$ cat config.mk
export PLATFORM = sky130hd
export DESIGN_NAME = io_bus_arbiter
export DESIGN_NICKNAME = d
export VERILOG_FILES = /design/src/rtl/io_bus_arbiter.sv
export SDC_FILE = /design/constraint.sdc
export NUM_CORES = 1
export LEC_CHECK = 0
export ABC_AREA = 1
export BUFFER_PORTS_ARGS = -buffer_cell sky130_fd_sc_hd__buf_2
export CAP_MARGIN = 20
export CELL_PAD_IN_SITES_DETAIL_PLACEMENT = 1
export CELL_PAD_IN_SITES_GLOBAL_PLACEMENT = 2
export CORE_MARGIN = 5
export CORE_UTILIZATION = 26
export DETAILED_ROUTE_END_ITERATION = 10
export PLACE_DENSITY = 0.95
export SLEW_MARGIN = 20
export SYNTH_ARGS = -nofsm -noshare
export SYNTH_HDL_FRONTEND = slang
export SYNTH_SLANG_ARGS = --single-unit
$ cat constraint.sdc
create_clock -name iBusClock -period 4.4 [get_ports iBusClock]
set_input_delay 0.22 -clock iBusClock [delete_from_list [all_inputs] [get_ports iBusClock]]
set_output_delay 0.22 -clock iBusClock [all_outputs]
set_load 0.01 [all_outputs]
$ cat src/rtl/io_bus_arbiter.sv
// Round-robin arbiter and single-beat sequencer for the I/O controller's internal bus.
// Owns the bus address/data latch and the one-cycle write strobe; locked owners may burst up to HOLD_MAX beats.
module io_bus_arbiter #(
  parameter int NREQ     = 4,
  parameter int HOLD_MAX = 8,
  parameter int PRIO0    = 1
) (
  input  logic                 iBusClock,
  input  logic                 iBoardReset,
  input  logic [NREQ-1:0]      iReqValid,
  input  logic [NREQ-1:0]      iReqWrite,
  input  logic [NREQ-1:0]      iReqLock,
  input  logic [NREQ*15-1:0]   iReqAddr,
  input  logic [NREQ*16-1:0]   iReqData,
  output logic [NREQ-1:0]      oReqGrant,
  output logic [NREQ-1:0]      oReqDone,
  output logic [31:0]          oReqRData,
  output logic [14:0]          oBusAddress,
  output logic [15:0]          oBusData,
  output logic                 oBusWrite,
  input  logic [31:0]          iBusRData,
  output logic [2:0]           oBusOwner,
  output logic                 oBusy
);

  typedef enum logic [1:0] {
    IDLE = 2'd0,
    ADDR = 2'd1,
    DATA = 2'd2
  } state_t;

  state_t          state;
  logic [2:0]      rrPtr;
  logic [7:0]      beatCnt;

  logic [NREQ-1:0] rotValid;
  logic [2:0]      winner;
  logic            winFound;
  logic [NREQ-1:0] winOh;
  logic [14:0]     winAddr;
  logic [15:0]     winData;
  logic            winWrite;
  logic [14:0]     ownAddr;
  logic [15:0]     ownData;
  logic            ownWrite;
  logic            reArm;

  // Search starts one past the pointer, so the last owner is considered last.
  always_comb begin
    rotValid = NREQ'({iReqValid, iReqValid} >> (int'(rrPtr) + 1));
    winner   = 3'd0;
    winFound = 1'b0;
    for (int i = 0; i < NREQ; i++) begin
      if (!winFound && rotValid[i]) begin
        winner   = 3'((int'(rrPtr) + 1 + i) % NREQ);
        winFound = 1'b1;
      end
    end
    if (PRIO0 != 0 && iReqValid[0]) winner = 3'd0;
    winOh = NREQ'(1) << winner;
  end

  always_comb begin
    winAddr  = '0;
    winData  = '0;
    winWrite = 1'b0;
    ownAddr  = '0;
    ownData  = '0;
    ownWrite = 1'b0;
    for (int i = 0; i < NREQ; i++) begin
      if (winOh[i]) begin
        winAddr  = iReqAddr[15*i +: 15];
        winData  = iReqData[16*i +: 16];
        winWrite = iReqWrite[i];
      end
      if (oReqGrant[i]) begin
        ownAddr  = iReqAddr[15*i +: 15];
        ownData  = iReqData[16*i +: 16];
        ownWrite = iReqWrite[i];
      end
    end
  end

  assign reArm = (|(oReqGrant & iReqValid & iReqLock)) && (beatCnt < 8'(HOLD_MAX));

  always_ff @(posedge iBusClock) begin
    if (!iBoardReset) begin
      state       <= IDLE;
      rrPtr       <= 3'(NREQ - 1);
      beatCnt     <= 8'd0;
      oReqGrant   <= '0;
      oReqDone    <= '0;
      oReqRData   <= '0;
      oBusAddress <= '0;
      oBusData    <= '0;
      oBusWrite   <= 1'b0;
      oBusOwner   <= 3'd0;
      oBusy       <= 1'b0;
    end else begin
      oReqDone <= '0;
      case (state)
        IDLE: begin
          if (|iReqValid) begin
            oBusAddress <= winAddr;
            oBusData    <= winData;
            oBusWrite   <= winWrite;
            oReqGrant   <= winOh;
            oBusOwner   <= winner;
            oBusy       <= 1'b1;
            beatCnt     <= 8'd1;
            state       <= ADDR;
          end
        end
        ADDR: begin
          oBusWrite <= 1'b0;
          state     <= DATA;
        end
        DATA: begin
          oReqRData <= iBusRData;
          oReqDone  <= oReqGrant;
          if (reArm) begin
            oBusAddress <= ownAddr;
            oBusData    <= ownData;
            oBusWrite   <= ownWrite;
            beatCnt     <= beatCnt + 8'd1;
            state       <= ADDR;
          end else begin
            // Released owner becomes the pointer, giving it lowest priority next round.
            rrPtr     <= oBusOwner;
            oReqGrant <= '0;
            oBusOwner <= 3'd0;
            oBusy     <= 1'b0;
            state     <= IDLE;
          end
        end
        default: state <= IDLE;
      endcase
    end
  end

  a_grantOneHot: assert property (@(posedge iBusClock) disable iff (!iBoardReset)
    $onehot0(oReqGrant));
  a_ownerStable: assert property (@(posedge iBusClock) disable iff (!iBoardReset)
    (state == ADDR) |=> ($stable(oReqGrant) && $stable(oBusOwner)));
  a_strobeInAddr: assert property (@(posedge iBusClock) disable iff (!iBoardReset)
    oBusWrite |-> (state == ADDR));

endmodule
==> results.txt, run 1 <==
Mapped Cells - 870
layout cells sized above 1 - 0.2784
CP delay by family, top - simple AND/OR/NAND/NOR gates
WP buf/inv - 3
Area Overhead vs Synth - 28.11%
share of flip-flops with an asynchronous set or reset - 0
Setup-failing EPs final - 0
Startpoint Class - register
CTS resizes - 0
initial antenna violation count - 0
# IOs - 246
Setup TNS - 0 ns
clock skew - 0.01500 ns
Hold Path End - oReqRData[5]
leading area contributor after synthesis - dfxtp_1
CP Capture Type - register
# hold bufs at CTS - 0
DRT Pass-1 Iters - 4
Post-Place Worst Slack - 1.252 ns
Final ANT Viol Nets - 0
sequential fraction of the synthesis area - 0.3074
depth of the worst hold-timing path - 3
top cell type's share of synthesized area - 0.3074
Slew HR - 0.3543
most numerous cell in the Yosys netlist - a21oi_1
Tightest Pin Transition - 0.9663 ns
CP max-delay cell - nand2_1
vias in the first global route - 7,276
Ys Warns - 0
Hold Fails Final Rpt - 0
worst skew pair latency - 0.35 ns
Yosys reg bits - 87
origin of the worst min-delay path - iBusRData[5]
Fmax - 309.7 MHz
Hold WC Path Type - in2reg
Max FO, Critical Path - 28
core box area - 21,620 um2
status - finished, final reports clean
Initial DRC Count - 315
final period demand of the worst path - 3.228 ns
syn_area_per_cell - 6.512 um2
final net count - 1,237
vias per cell - 5.241
R2R Path End - oBusAddress[14]
cell area after synthesis - 5665 um2
cells along the critical path - inv_4 > nand2_1 > nand3_1 > nand2_1 > nand2_1 > nor2_1 > nand3_1 > nand2_1 > inv_4 > nor2_4 > buf_4 > a21oi_1 > o21ai_1 > a21oi_1
ANT cells - 0
crit-path max cell delay - 0.69 ns
postcts setup bufs - 0
# clock sinks - 87
HPWL Detailed - 17,130 um
GRT Residual Overflow - 0
Crit Reg-Reg Startpoint - rrPtr[0]
leakage power - 3.518 nW
total wire length after detailed routing - 24,710 um
largest net degree at the start of global routing - 57
critical path required time - 4.63 ns
Synth top cells by count - 112 x a21oi_1, 107 x nand2_1, 101 x o21ai_0
CP dominant cell by count - nand2_1
Die Height - 157.6 um
Die Footprint - 24,840 um2
clock slew at reported path FFs - 0.07 ns
Vias - 7,059
CP Data Arrival Time - 3.46 ns
top cells by area, synth - dfxtp_1 31%, a21oi_1 9.9%, o21ai_0 8.9%, nand3_1 7.8%, nand2_1 7.1%
first-pass GRT wire length - 38,340 um
clk buf depth - 2
Synth cell types - 35
Pwr Density - 400.8 nW/um2
Top FF cell, synth - dfxtp_1
DRC - 0
Synthesized Nets - 1,045
RD Place Congestion - 0.8192
GRT Resource Usage Total - 0.1919
CTS Root Cell - clkbuf_16
CTS Buf Count - 9
EDFF count, synth - 0
maxcap violations - 0
RSZ-0062 raised after global routing - no
Reg2Reg Depth - 14
drt wl/cell - 18.35 um
port bufs - 244
Tcrit/Tclk final - 0.7337
H-tree Lvls - 3
Slew Limit Fails - 0
PnR worst setup slack - 1.172 ns
CTS tree - built
Initial Utilization - 0.2620
row count - 54
crit path kind - reg2reg
worst IR drop on VDD - 0.1819 mV
die width - 157.6 um
r2r setup slk - 1.17 ns
logic make-up after synthesis:
group | count (synthesis) | synth area share
DFF | 87 | 0.3074
buffers and inverters | 147 | 0.1173
and+or+nand+nor | 324 | 0.2524
AOI/OAI and AO/OA | 305 | 0.3096
xor gates and xnor gates | 1 | 0.001546
adders and majority gates | 5 | 0.01104
other | 1 | 0.0006619
layout make-up:
| cell class | instances | area (um2) |
|---|---|---|
| clock buffers | 9 | 225.2 |
| clock inverters | 7 | 75.07 |
| fillers | 2827 | 14360 |
| inverters | 72 | 275.3 |
| multi-input cells | 636 | 3279 |
| flip-flops and latches | 87 | 1742 |
| well taps | 280 | 350.3 |
| repair buffers | 256 | 1311 |
flip-flops by register name (all words and copies together) (netlist names):
register,count
oBusData,16
oReqDone,4
oBusAddress,15
oBusWrite,1
beatCnt,8
oBusy,1
oReqRData,32
oBusOwner,2
state,2
oReqGrant,4
rrPtr,2
worst max-delay path by stage:
stage / start / to / cells past startpoint
after floorplan: rrPtr[0] / oBusAddress[1] / 16
after global placement: rrPtr[0] / oBusData[3] / 14
after detailed placement: rrPtr[0] / oBusAddress[14] / 14
after CTS: rrPtr[0] / oBusAddress[14] / 14
after global routing: rrPtr[0] / oBusAddress[14] / 14
final: rrPtr[0] / oBusAddress[14] / 14
layout by cell type (no fill, tap or decap), types with 9 or more instances in the layout:
cell type,instances
dfxtp_1,87
a221oi_1,18
a21oi_2,9
buf_2,244
buf_4,12
a21oi_1,112
o21ai_0,101
inv_1,66
clkbuf_16,9
o21ai_1,13
nand3_1,88
nand4_1,21
nor2_1,95
o211ai_1,29
nand2_1,107
o31ai_1,18
per-stage QoR:
step / hold slack (ns) / cell area (um2) / power (mW) / util / cells
2_1_floorplan: 0.3549 / 5665 / 1.720 / - / 870
3_3_place_gp: 0.4283 / 6958 / 2.115 / 0.3218 / 1331
3_5_place_dp: 0.4321 / 6958 / 2.138 / 0.3218 / 1331
4_1_cts: 0.07257 / 7258 / 2.944 / 0.3357 / 1347
5_1_grt: 0.07607 / 7258 / 3.119 / 0.3357 / 1347
6_report: 0.09398 / 7258 / 2.909 / 0.3357 / 1347
worst min-delay path, stage by stage:
cell	delay, ns
buf_2	0.07
nor2_1	0.03
nor2_1	0.08
layer usage:
layer	global-route usage	vias to the layer above	routed length, um
li1	-	3393	-
met1	0.2435	3419	10620
met2	0.3363	227	12190
met3	0.03417	20	1523
met4	0.05039	0	383
met5	0	-	0
power breakdown:
part | switching (mW) | internal [mW] | total, mW
Sequential | 0.0727 | 0.901 | 0.974
Clock | 0.384 | 0.404 | 0.787
Combinational | 0.752 | 0.396 | 1.15
Total | 1.21 | 1.70 | 2.91
(Power assumes the default switching activity.)
==> inputs of run 2 (changes only) <==
--- a/config.mk
+++ b/config.mk
@@ -5,15 +5,15 @@
 export SDC_FILE = /design/constraint.sdc
 export NUM_CORES = 1
 export LEC_CHECK = 0
-export ABC_AREA = 1
+export ABC_AREA = 0
 export BUFFER_PORTS_ARGS = -buffer_cell sky130_fd_sc_hd__buf_2
 export CAP_MARGIN = 20
 export CELL_PAD_IN_SITES_DETAIL_PLACEMENT = 1
 export CELL_PAD_IN_SITES_GLOBAL_PLACEMENT = 2
 export CORE_MARGIN = 5
-export CORE_UTILIZATION = 26
+export CORE_UTILIZATION = 24
 export DETAILED_ROUTE_END_ITERATION = 10
-export PLACE_DENSITY = 0.95
+export PLACE_DENSITY = 0.87
 export SLEW_MARGIN = 20
 export SYNTH_ARGS = -nofsm -noshare
 export SYNTH_HDL_FRONTEND = slang
==> constraint.sdc (replaced) <==
create_clock -name iBusClock -period 2.8 [get_ports iBusClock]
set_input_delay 0.14 -clock iBusClock [delete_from_list [all_inputs] [get_ports iBusClock]]
set_output_delay 0.14 -clock iBusClock [all_outputs]
set_load 0.01 [all_outputs]
==> results.txt, run 2 <==
most numerous cell in the Yosys netlist - dfxtp_1
clock slew at reported path FFs - 0.07 ns (about the same)
Area Overhead vs Synth - 32.20%
DRT Pass-1 Iters - 4 (unchanged)
EDFF count, synth - 0 (unchanged)
vias in the first global route - 5,770 (-21%)
Vias - 5,583 (-21%)
largest net degree at the start of global routing - 68 (+19%)
CTS resizes - 0 (unchanged)
CP Data Arrival Time - 2.68 ns (-0.78 ns)
RD Place Congestion - 0.7583 (-7.4%)
total power - 3.895 mW (+34%)
# IOs - 246 (unchanged)
crit path kind - reg2reg
leading area contributor after synthesis - dfxtp_1
layout cells sized above 1 - 0.4036 (+0.1252)
crit-path max cell delay - 0.59 ns (-0.10 ns)
postcts setup bufs - 0 (unchanged)
Die Height - 161.5 um (+2.4%)
syn_area_per_cell - 8.741 um2 (+34%)
maxcap violations - 0 (unchanged)
ANT cells - 0 (unchanged)
Slew HR - 0.5212 (+0.1669)
Slew Limit Fails - 0 (unchanged)
Tcrit/Tclk final - 0.8504 (+0.1166)
depth of the worst hold-timing path - 3 (unchanged)
cells along the critical path - inv_1 > ha_2 > or3b_1 > nor3_4 > buf_4 > o21ai_1 > a21oi_1 > a221o_1
initial antenna violation count - 0 (unchanged)
# clock sinks - 87 (unchanged)
first-pass GRT wire length - 32,570 um (-15%)
largest register by flop count - oReqRData
die width - 161.5 um (+2.4%)
Top FF cell, synth - dfxtp_1
Ys Warns - 0 (unchanged)
Synthesized Nets - 805 (-23%)
RSZ-0062 raised after global routing - no
Final ANT Viol Nets - 0 (unchanged)
final period demand of the worst path - 2.381 ns (-0.8474 ns)
Tightest Pin Transition - 0.7167 ns (-0.2496 ns)
Setup TNS - 0 ns (unchanged)
# hold bufs at CTS - 0 (unchanged)
top cells by area, synth - dfxtp_1 32%, mux2i_1 12%, mux2_4 7.1%, a221o_1 5.8%, a21oi_1 5.5%
Hold WC Path Type - in2reg
worst IR drop on VDD - 0.3005 mV (+65%)
DRC - 0 (unchanged)
cell area after synthesis - 5507 um2 (-2.8%)
Setup-failing EPs final - 0 (unchanged)
GRT Resource Usage Total - 0.1559 (-0.03597)
clock skew - 0.01019 ns (-0.004809 ns)
Synth cell types - 50 (+43%)
port bufs - 244 (unchanged)
final core utilization - 0.3215 (-0.01418)
drt wl/cell - 18.50 um (+0.82%)
CTS tree - built
Pwr Density - 535.1 nW/um2 (+34%)
CTS Buf Count - 9 (unchanged)
leakage power - 3.219 nW (-8.5%)
Startpoint Class - register
sequential fraction of the synthesis area - 0.3163 (+0.008871)
H-tree Lvls - 3 (unchanged)
Hold Fails Final Rpt - 0 (unchanged)
clk buf depth - 2 (unchanged)
Initial DRC Count - 285 (-9.5%)
max FFs per register - 32 (unchanged)
worst skew pair latency - 0.35 ns (about the same)
non-filler instance count after layout - 1,130 (-16%)
Mapped Cells - 630 (-28%)
row count - 55 (+1.9%)
area of the multi-input gates - 3470 um2 (+5.8%)
Max FO, Critical Path - 25 (-11%)
Sequential cell area - 1745 um2 (+0.22%)
CP max-delay cell - or3b_1
Regs by FF count - oReqRData x32, oBusData x16, oBusAddress x15
Initial Utilization - 0.2432 (-0.01882)
CTS Root Cell - clkbuf_16
Fmax - 420.0 MHz (+36%)
commonest non-fill, non-tap cell in the layout - buf_2
Reg2Reg Depth - 8 (-6)
critical path required time - 3.10 ns (-1.53 ns)
HPWL Detailed - 15,110 um (-12%)
final net count - 1,015 (-18%)
Yosys reg bits - 87 (unchanged)
vias per cell - 4.941 (-5.7%)
status - finished, final reports clean
core box area - 22,640 um2 (+4.7%)
Die Footprint - 26,070 um2 (+5.0%)
share of flip-flops with an asynchronous set or reset - 0 (unchanged)
GRT Residual Overflow - 0 (unchanged)
fill cell total of the finished layout - 2,753 (-2.6%)
most frequent cells in the layout - 244 x buf_2, 84 x dfxtp_1, 66 x mux2i_1
total wire length after detailed routing - 20,900 um (-15%)
top cell type's share of synthesized area - 0.3163 (+0.008871)
placed insts - 1,114 (-16%)
Synth top cells by count - 87 x dfxtp_1, 66 x mux2i_1, 61 x a21oi_1
CP Capture Type - register
run 2: stage by stage:
stage,hold WS [ns],area (um2),worst slack [ns]
detailed placement,0.3975,6974,0.4541
floorplan,0.2874,5507,0.7052
CTS,0.03396,7279,0.4336
global route,0.05722,7279,0.2936
global placement,0.3753,6974,0.5687
finish,0.04016,7279,0.4190
run 2: final timing paths:
kind	from	end	slack, ns
max	state[0]	oBusData[13]	0.42
min	iBusRData[30]	oReqRData[30]	0.04
max reg2reg	state[0]	oBusData[13]	0.42
min reg2reg	oBusy	oBusy	0.46
run 2: layer usage:
layer,track usage,vias to the layer above,share of wire
li1,-,2740,-
met1,0.2011,2703,0.44
met2,0.2681,129,0.50
met3,0.02883,11,0.050
met4,0.04071,0,0.011
met5,0,-,0
run 2: area by class of cell:
class,instances,area share
multi-input combinational,478,0.4766
sequential,87,0.2398
timing repair buffer,259,0.1901
tap,285,0.04899
clock buffer,9,0.03094
clock inverter,7,0.01100
inverter,5,0.002578
run 2: power breakdown:
part	total, mW	internal [mW]	switching (mW)	leakage [nW]
clock network	1.28	0.706	0.573	0.148
registers	1.44	1.36	0.0839	0.712
logic	1.18	0.533	0.644	2.36
total	3.90	2.59	1.30	3.22
run 2: cell families (layout without fill, tap and decap cells):
kind of cell	count (synthesis)	count (layout)	share of synthesized area
multiplexers	98	98	0.2031
other	1	1	0.0006810
AO/OA/AOI/OAI	217	217	0.2706
XOR/XNOR	1	1	0.001591
adder cells (fa/ha/maj)	5	5	0.01136
flip-flops	87	87	0.3163
AND/OR/NAND/NOR	156	156	0.1384
buffers and inverters	65	280	0.05794
run 2: critical path, delay by kind of cell, from the launching register on:
| family | cells | cell delay [ns] |
|---|---|---|
| buffers and inverters | 2 | 0.47 |
| DFF | 1 | 0.39 |
| AOI/OAI and AO/OA | 3 | 0.39 |
| adders and majority gates | 1 | 0.27 |
| and+or+nand+nor | 2 | 0.80 |
